### src/rtl/pipe_muxn.sv
// -----------------------------------------------------------------------------
// pipe_muxn
//   N-way pipeline multiplexer with a registered valid/ready output stage.
//   One of NUM channels is selected by in_sel, tagged with the channel index
//   and held in a two-entry skid buffer (output register O, skid register S),
//   so one transfer per cycle is sustained while in_ready depends on
//   registered state only.
//
// Parameters
//   WIDTH  data width per channel
//   NUM    number of channels (2..16, need not be a power of two)
//   SEL_W  select width, >= ceil(log2(NUM))
//
// Ports
//   clk        clock, rising edge
//   rst        synchronous active-high reset
//   in_data    flattened channels, channel k = in_data[k*WIDTH +: WIDTH]
//   in_sel     channel index
//   in_valid   upstream offers in_data/in_sel
//   in_ready   block accepts this cycle
//   out_data   selected channel (registered)
//   out_sel    index that produced out_data
//   out_valid  out_data/out_sel valid
//   out_ready  downstream accepts this cycle
//   flush      synchronous discard of all held entries
//   sel_err    sticky out-of-range select flag
//
// Build option
//   PIPE_MUXN_SEL_CHECK_EN  when defined, an accepted in_sel >= NUM sets the
//                           sticky sel_err flag (cleared only by rst). When
//                           undefined, sel_err is tied low and no check logic
//                           exists. Out-of-range selects always yield data 0.
// -----------------------------------------------------------------------------
module pipe_muxn #(
   parameter int unsigned WIDTH = 32,
   parameter int unsigned NUM   = 4,
   parameter int unsigned SEL_W = 2
) (
   input  logic                   clk,
   input  logic                   rst,
   input  logic [NUM*WIDTH-1:0]   in_data,
   input  logic [SEL_W-1:0]       in_sel,
   input  logic                   in_valid,
   output logic                   in_ready,
   output logic [WIDTH-1:0]       out_data,
   output logic [SEL_W-1:0]       out_sel,
   output logic                   out_valid,
   input  logic                   out_ready,
   input  logic                   flush,
   output logic                   sel_err
);

   // Encoding chosen so bit 0 is O.valid and bit 1 is S.valid.
   typedef enum logic [1:0] {
      ST_EMPTY = 2'b00,
      ST_ONE   = 2'b01,
      ST_FULL  = 2'b11
   } state_t;

   // Returns channel sel, or zero when sel addresses no existing channel.
   function automatic logic [WIDTH-1:0] select_channel(
      input logic [NUM*WIDTH-1:0] data,
      input logic [SEL_W-1:0]     sel
   );
      logic [WIDTH-1:0] res;
      res = {WIDTH{1'b0}};
      for (int unsigned k = 0; k < NUM; k++) begin
         if (sel == SEL_W'(k)) begin
            res = data[k*WIDTH +: WIDTH];
         end else begin
            res = res;
         end
      end
      return res;
   endfunction

   state_t           state_q, state_d;
   logic [WIDTH-1:0] o_data_q, o_data_d;
   logic [SEL_W-1:0] o_sel_q,  o_sel_d;
   logic [WIDTH-1:0] s_data_q, s_data_d;
   logic [SEL_W-1:0] s_sel_q,  s_sel_d;

   logic             accept;
   logic             consume;
   logic [WIDTH-1:0] sel_data;

   // Ready only while the skid slot is free; never looks at out_ready.
   assign in_ready  = ~state_q[1] & ~rst;
   assign out_valid = state_q[0];
   assign out_data  = o_data_q;
   assign out_sel   = o_sel_q;

   assign accept   = in_valid & in_ready;
   assign consume  = state_q[0] & out_ready;
   assign sel_data = select_channel(in_data, in_sel);

   // Next-state and storage update for the two-entry skid buffer.
   always_comb begin
      state_d  = state_q;
      o_data_d = o_data_q;
      o_sel_d  = o_sel_q;
      s_data_d = s_data_q;
      s_sel_d  = s_sel_q;
      if (flush) begin
         // A consume this cycle is already delivered; a coincident accept is dropped.
         state_d = ST_EMPTY;
      end else begin
         case (state_q)
            ST_EMPTY: begin
               if (accept) begin
                  state_d  = ST_ONE;
                  o_data_d = sel_data;
                  o_sel_d  = in_sel;
               end else begin
                  state_d = ST_EMPTY;
               end
            end
            ST_ONE: begin
               if (accept && consume) begin
                  state_d  = ST_ONE;
                  o_data_d = sel_data;
                  o_sel_d  = in_sel;
               end else if (accept) begin
                  state_d  = ST_FULL;
                  s_data_d = sel_data;
                  s_sel_d  = in_sel;
               end else if (consume) begin
                  state_d = ST_EMPTY;
               end else begin
                  state_d = ST_ONE;
               end
            end
            ST_FULL: begin
               if (consume) begin
                  state_d  = ST_ONE;
                  o_data_d = s_data_q;
                  o_sel_d  = s_sel_q;
               end else begin
                  state_d = ST_FULL;
               end
            end
            default: begin
               state_d = ST_EMPTY;
            end
         endcase
      end
   end

   // State and datapath registers; reset overrides flush and traffic.
   always_ff @(posedge clk) begin
      if (rst) begin
         state_q  <= ST_EMPTY;
         o_data_q <= {WIDTH{1'b0}};
         o_sel_q  <= {SEL_W{1'b0}};
         s_data_q <= {WIDTH{1'b0}};
         s_sel_q  <= {SEL_W{1'b0}};
      end else begin
         state_q  <= state_d;
         o_data_q <= o_data_d;
         o_sel_q  <= o_sel_d;
         s_data_q <= s_data_d;
         s_sel_q  <= s_sel_d;
      end
   end

`ifdef PIPE_MUXN_SEL_CHECK_EN
   logic sel_err_q, sel_err_d;

   // True when sel addresses an existing channel.
   function automatic logic sel_in_range(input logic [SEL_W-1:0] sel);
      return (32'(sel) < NUM);
   endfunction

   // Sticky flag: any accepted out-of-range select latches it; flush does not clear it.
   always_comb begin
      if (accept && !sel_in_range(in_sel)) begin
         sel_err_d = 1'b1;
      end else begin
         sel_err_d = sel_err_q;
      end
   end

   // Error flag register, cleared only by reset.
   always_ff @(posedge clk) begin
      if (rst) begin
         sel_err_q <= 1'b0;
      end else begin
         sel_err_q <= sel_err_d;
      end
   end

   assign sel_err = sel_err_q;
`else
   assign sel_err = 1'b0;
`endif

endmodule

### config.mk
export PLATFORM = sky130hd
export DESIGN_NAME = pipe_muxn
export DESIGN_NICKNAME = d
export VERILOG_FILES = /design/src/rtl/pipe_muxn.sv
export SDC_FILE = /design/constraint.sdc
export NUM_CORES = 1
export LEC_CHECK = 0
export CAP_MARGIN = 20
export CORE_ASPECT_RATIO = 1.75
export CORE_UTILIZATION = 40
export CTS_CLUSTER_DIAMETER = 30
export DETAILED_ROUTE_END_ITERATION = 16
export DONT_BUFFER_PORTS = 1
export GPL_TIMING_DRIVEN = 0
export PLACE_DENSITY = 0.52
export SLEW_MARGIN = 20
export SYNTH_ARGS = -nofsm -noshare
export SYNTH_HDL_FRONTEND = slang
export SYNTH_SLANG_ARGS = --single-unit
### constraint.sdc
create_clock -name clk -period 4.8 [get_ports clk]
set_input_delay 1.44 -clock clk [delete_from_list [all_inputs] [get_ports clk]]
set_output_delay 1.44 -clock clk [all_outputs]
set_load 0.01 [all_outputs]
======== Word level (Yosys, flattened, before mapping) ========
Index checks and enable logic that the tools add are counted.
storage, ports and cells
  register bits ........................... 70
  bits of input ports ..................... 135
  output and inout bits ................... 37
  word-level logic and storage cells ...... 45
operators by class
  equality and inequality tests ........... 8
  multiplexer cells ....................... 18
  bitwise operators ....................... 7
  reductions and logical operators ........ 7
operators by type and width
  kind                  count
  $mux W32              7
  $pmux W32 S3          1
  $mux W2               6
  $pmux W2 S3           2
  $eq A2 B2 Y1 const B  3
  $ne A2 B2 Y1 const B  3
  $reduce_and A5 Y1     1
  $eq A2 B1 Y1 const B  2
  $logic_not A2 Y1      2
  $not A1 Y1            4
  $reduce_and A4 Y1     1
  $and A1 B1 Y1         3
  $reduce_bool A3 Y1    1
  $mux W1               2
  $reduce_or A2 Y1      1
  $logic_and A1 B1 Y1   1

======== Longest topological paths before layout ========
Gate-level depths: netlist (run 1).
  depth after elaboration ................. 7
  mapped depth ............................ 5
  depth with buffers taken out ............ 3

======== Least setup slack after synthesis (run 1) ========
OpenSTA, ideal clock, no wires.
  path kind ............................... input port to output port
  start ................................... in rst
  end ..................................... out in_ready
  arrival time ............................ 1.972 ns
  setup slack ............................. 1.388 ns
  cell stages on the path ................. 3
  cells stage by stage .................... buf_2 buf_2 nor2_1
between the ends
  cells in the longest elaborated chain, start to end .. 2
RTL lines
  element          line  RTL
  start, declared  40    input logic rst,
  $not A1 Y1       88    assign in_ready = ~state_q[1] & ~rst;
  $and A1 B1 Y1    88
  end, declared    44    output logic in_ready,
Every way passes these cells.

======== Worst setup path after layout (run 1) ========
Ends and elaborated chain as after synthesis.

==> results.sh, run 1 <==
export IMPL_end_kind="output port"
export IMPL_r2r_start="state_q[0]"
export IMPL_synth_area_um2=4560
export IMPL_wirelength_um=12400
export IMPL_grt_use_total=0.216
export IMPL_synth_top_area_cell="dfxtp_1"
export IMPL_ff2ff_path_depth=5
export IMPL_grt_pass1_vias=3440
export IMPL_antenna_cells_inserted=0
export IMPL_hp_class="register to register"
export IMPL_cap_violations=0
export IMPL_total_power_mw=1.57
export IMPL_ys_seq_elements=70
export IMPL_hold_buffers=0
export IMPL_fin_crit_sh=0.763
export IMPL_die_h_um=143
export IMPL_rsz0062_at_grt="false"
export IMPL_cts_max_level=3
export IMPL_fin_nets=553
export IMPL_finalSetupTns_ns=0
export IMPL_grt_pass1_wl_um=18500
export IMPL_whs_ns=0.454
export IMPL_coreArea_um2=11100
export IMPL_finalSetupViolCount=0
export IMPL_antenna_found_initial=0
export IMPL_die_area_um2=11800
export IMPL_period_needed_ns=3.66
export IMPL_rr_endpoint="out_sel[0]"
export IMPL_clockBufferDepth=2
export IMPL_cts_clk_slew_worst_paths_ns=0.06
export IMPL_port_buffers=0
export IMPL_cp_top_family="buffers and inverters"
export IMPL_ant_nets=0
export IMPL_ys_types=33
export IMPL_synth_edf_count=0
export IMPL_drive_gt1_frac=0.442
export IMPL_switching_share=0.276
export IMPL_nFillCells=1095
export IMPL_syn_avg_cell_area_um2=11.2
export IMPL_hold_path_end="s_data_q[20]"
export IMPL_path_common_cell="buf_2"
export IMPL_synth_area_leaders="dfxtp_1 31%, a221oi_2 20%, mux2_2 16%"
export IMPL_hold_path_startpoint="s_data_q[20]"
export IMPL_p_leak_nw=1.91
export IMPL_yosys_cell_count_top_type="dfxtp_1"
export IMPL_vias=3356
export IMPL_status="finished, final reports clean"
export IMPL_start_util=0.411
export IMPL_start_kind="input port"
export IMPL_cts_resized=0
export IMPL_via_per_inst=6.05
export IMPL_syn_nets=542
export IMPL_worstPathRequired_ns=3.36
export IMPL_sequentialPowerShare=0.403
export IMPL_fp_dieW_um=82.7
export IMPL_ys_warn_count=0
export IMPL_drc=0
export IMPL_r2r_slack_ns=3.14
export IMPL_first_pass_iters=4
export IMPL_gp_congestion=0.793
export IMPL_synth_ff_type="dfxtp_1"
export IMPL_critPathKind="input port to output port"
export IMPL_overflow=0
export IMPL_synthCells=407
export IMPL_cp_arrival_ns=2.22
export IMPL_row_count=51
export IMPL_wl_per_cell_um=22.3
export IMPL_crit_buf_inv=2
export IMPL_fmax_mhz=273
export IMPL_finalHoldViolations=0
export IMPL_p_int_mw=1.13
export IMPL_cp_slowest_cell="buf_2"
export IMPL_cellPowerDensity_nw_per_um2=312
export IMPL_first_iter_violations=98
export IMPL_cts_tree="built"
export IMPL_dp_hpwl_um=9150
export IMPL_p_switching_mw=0.433
export IMPL_syn_to_final_growth_pct=9.99
export IMPL_cp_max_fo=10
export IMPL_io_pin_count=172
export IMPL_finalMaxSlewViolations=0
export IMPL_tightest_slew_ns=0.756
export IMPL_max_stage_delay_ns=0.36
export IMPL_synthArstFlopShare=0
export IMPL_cts_sinks=70
export IMPL_clock_tree_root_cell="clkbuf_16"
export IMPL_clk_insertion_delay_late_ns=0.33
export IMPL_path_cells="buf_2 > buf_2 > nor2_1"
export IMPL_power_frac_clock=0.422
export IMPL_yosys_area_top_type_share=0.307
export IMPL_ir_drop_mv=0.170
export IMPL_grt_max_degree=13
export IMPL_cts_buffers=9
export IMPL_slew_limit_headroom=0.496
export IMPL_ff_latch_area_um2=1400
export IMPL_cts_setup_buffers=0
export IMPL_hold_path_depth=1
export IMPL_combPwrFrac=0.175
export IMPL_synth_commonest_cells="70 x dfxtp_1, 64 x mux2_2, 61 x a221oi_2"
export IMPL_clock_skew_ns=0.00548
export IMPL_multi_input_area_um2=2740
export IMPL_seq_area_frac_synth=0.307
[registers in the layout (all words and copies together) (netlist names)]
name      cells
out_sel       2
s_data_q     32
s_sel_q       2
state_q       2
out_data     32
[power groups by stage]
| stage | Clock (mW) | Sequential (mW) | Combinational (mW) |
|---|---|---|---|
| after floorplan | 0 | 0.639 | 0.226 |
| after global placement | 0 | 0.645 | 0.273 |
| after detailed placement | 0 | 0.645 | 0.276 |
| after CTS | 0.676 | 0.633 | 0.277 |
| after global routing | 0.698 | 0.634 | 0.297 |
| final | 0.660 | 0.632 | 0.274 |
[cells in the final DEF, fill, tap and decap left out, types with 2 or more instances in the layout]
master and n:
buf_6 10, a221oi_2 61, o2bb2ai_1 32, mux2i_1 33, mux2_2 64, clkinvlp_4 2, buf_2 18, o21ai_0 3
nand2b_1 3, clkbuf_1 6, nand3_1 3, a21oi_2 2, a21oi_1 4, clkinv_2 4, dfxtp_1 70, a221oi_1 3
buf_4 9, nor2b_1 2, clkbuf_16 9, inv_1 34, nor2_1 3, and3_1 33
[worst max path at each step]
| stage | depth (start not counted) | endpoint | from |
|---|---|---|---|
| global placement | 3 | in_ready | rst |
| global route | 3 | in_ready | rst |
| floorplan | 3 | in_ready | rst |
| finish | 3 | in_ready | rst |
| detailed placement | 3 | in_ready | rst |
| CTS | 3 | in_ready | rst |
[routing by layer]
| metal | wire (µm) | vias to the layer above | GRT usage |
|---|---|---|---|
| met5 | 0 | - | 0 |
| met4 | 118 | 0 | 0.0563 |
| met3 | 647 | 7 | 0.0518 |
| met2 | 6520 | 115 | 0.381 |
| met1 | 5090 | 1623 | 0.255 |
| li1 | - | 1611 | - |
[area by class of cell]
class | instances | share of cell area
clock buffers | 9 | 0.0449
clock inverters | 7 | 0.0130
multi-input cells | 260 | 0.546
inverters | 34 | 0.0254
well taps | 132 | 0.0329
flip-flops and latches | 70 | 0.279
plain buffers | 43 | 0.0584
[through the flow]
stage | cells | utilization | instance area [µm²] | setup slack (ns)
floorplan | 407 | - | 4560 | 1.39
global placement | 539 | 0.426 | 4730 | 1.11
detailed placement | 539 | 0.426 | 4730 | 1.11
CTS | 555 | 0.452 | 5020 | 1.10
global route | 555 | 0.452 | 5020 | 1.09
finish | 555 | 0.452 | 5020 | 1.14
[worst register-to-register path, cell delays in order, from the launching register on]
cell and delay, ns:
dfxtp_1 0.58, buf_4 0.27, buf_2 0.23, a21bo_2 0.15, a21oi_1 0.06, mux2_2 0.26
[logic make-up (layout without fill, tap and decap cells)]
kind of cell,after synthesis,after routing,share of synthesized area
AO/OA/AOI/OAI,111,111,0.298
buffers and inverters,77,93,0.0922
flip-flops,70,70,0.307
multiplexers,98,98,0.234
other,1,1,0.000822
AND/OR/NAND/NOR,50,50,0.0680
No activity file was read; power rests on OpenSTA's default activity.
==> run 2, diff against run 1 <==
- clock period: 4.8 -> 3.4 ns (I/O delays scaled with it)
==> results of run 2 <==
Same layout as run 1 (identical final DEF). Status: finished, final reports clean.
Among the figures that moved: setup slack after placement 1.11 ns -> 0.554 ns; setup slack after layout 1.14 ns -> 0.576 ns; register-to-register setup slack 3.14 ns -> 1.74 ns; total power 1.57 mW -> 2.21 mW; worst IR drop on VDD 0.170 mV -> 0.239 mV
==> run 3, diff against run 2 <==
- clock period: 3.4 -> 3 ns (I/O delays scaled with it)
==> results of run 3 <==
Same layout as run 1 (identical final DEF). Status: finished, final reports clean.
Among the figures that moved: setup slack after placement 1.11 ns -> 0.394 ns; setup slack after layout 1.14 ns -> 0.416 ns; register-to-register setup slack 3.14 ns -> 1.34 ns; total power 1.57 mW -> 2.51 mW; worst IR drop on VDD 0.170 mV -> 0.271 mV
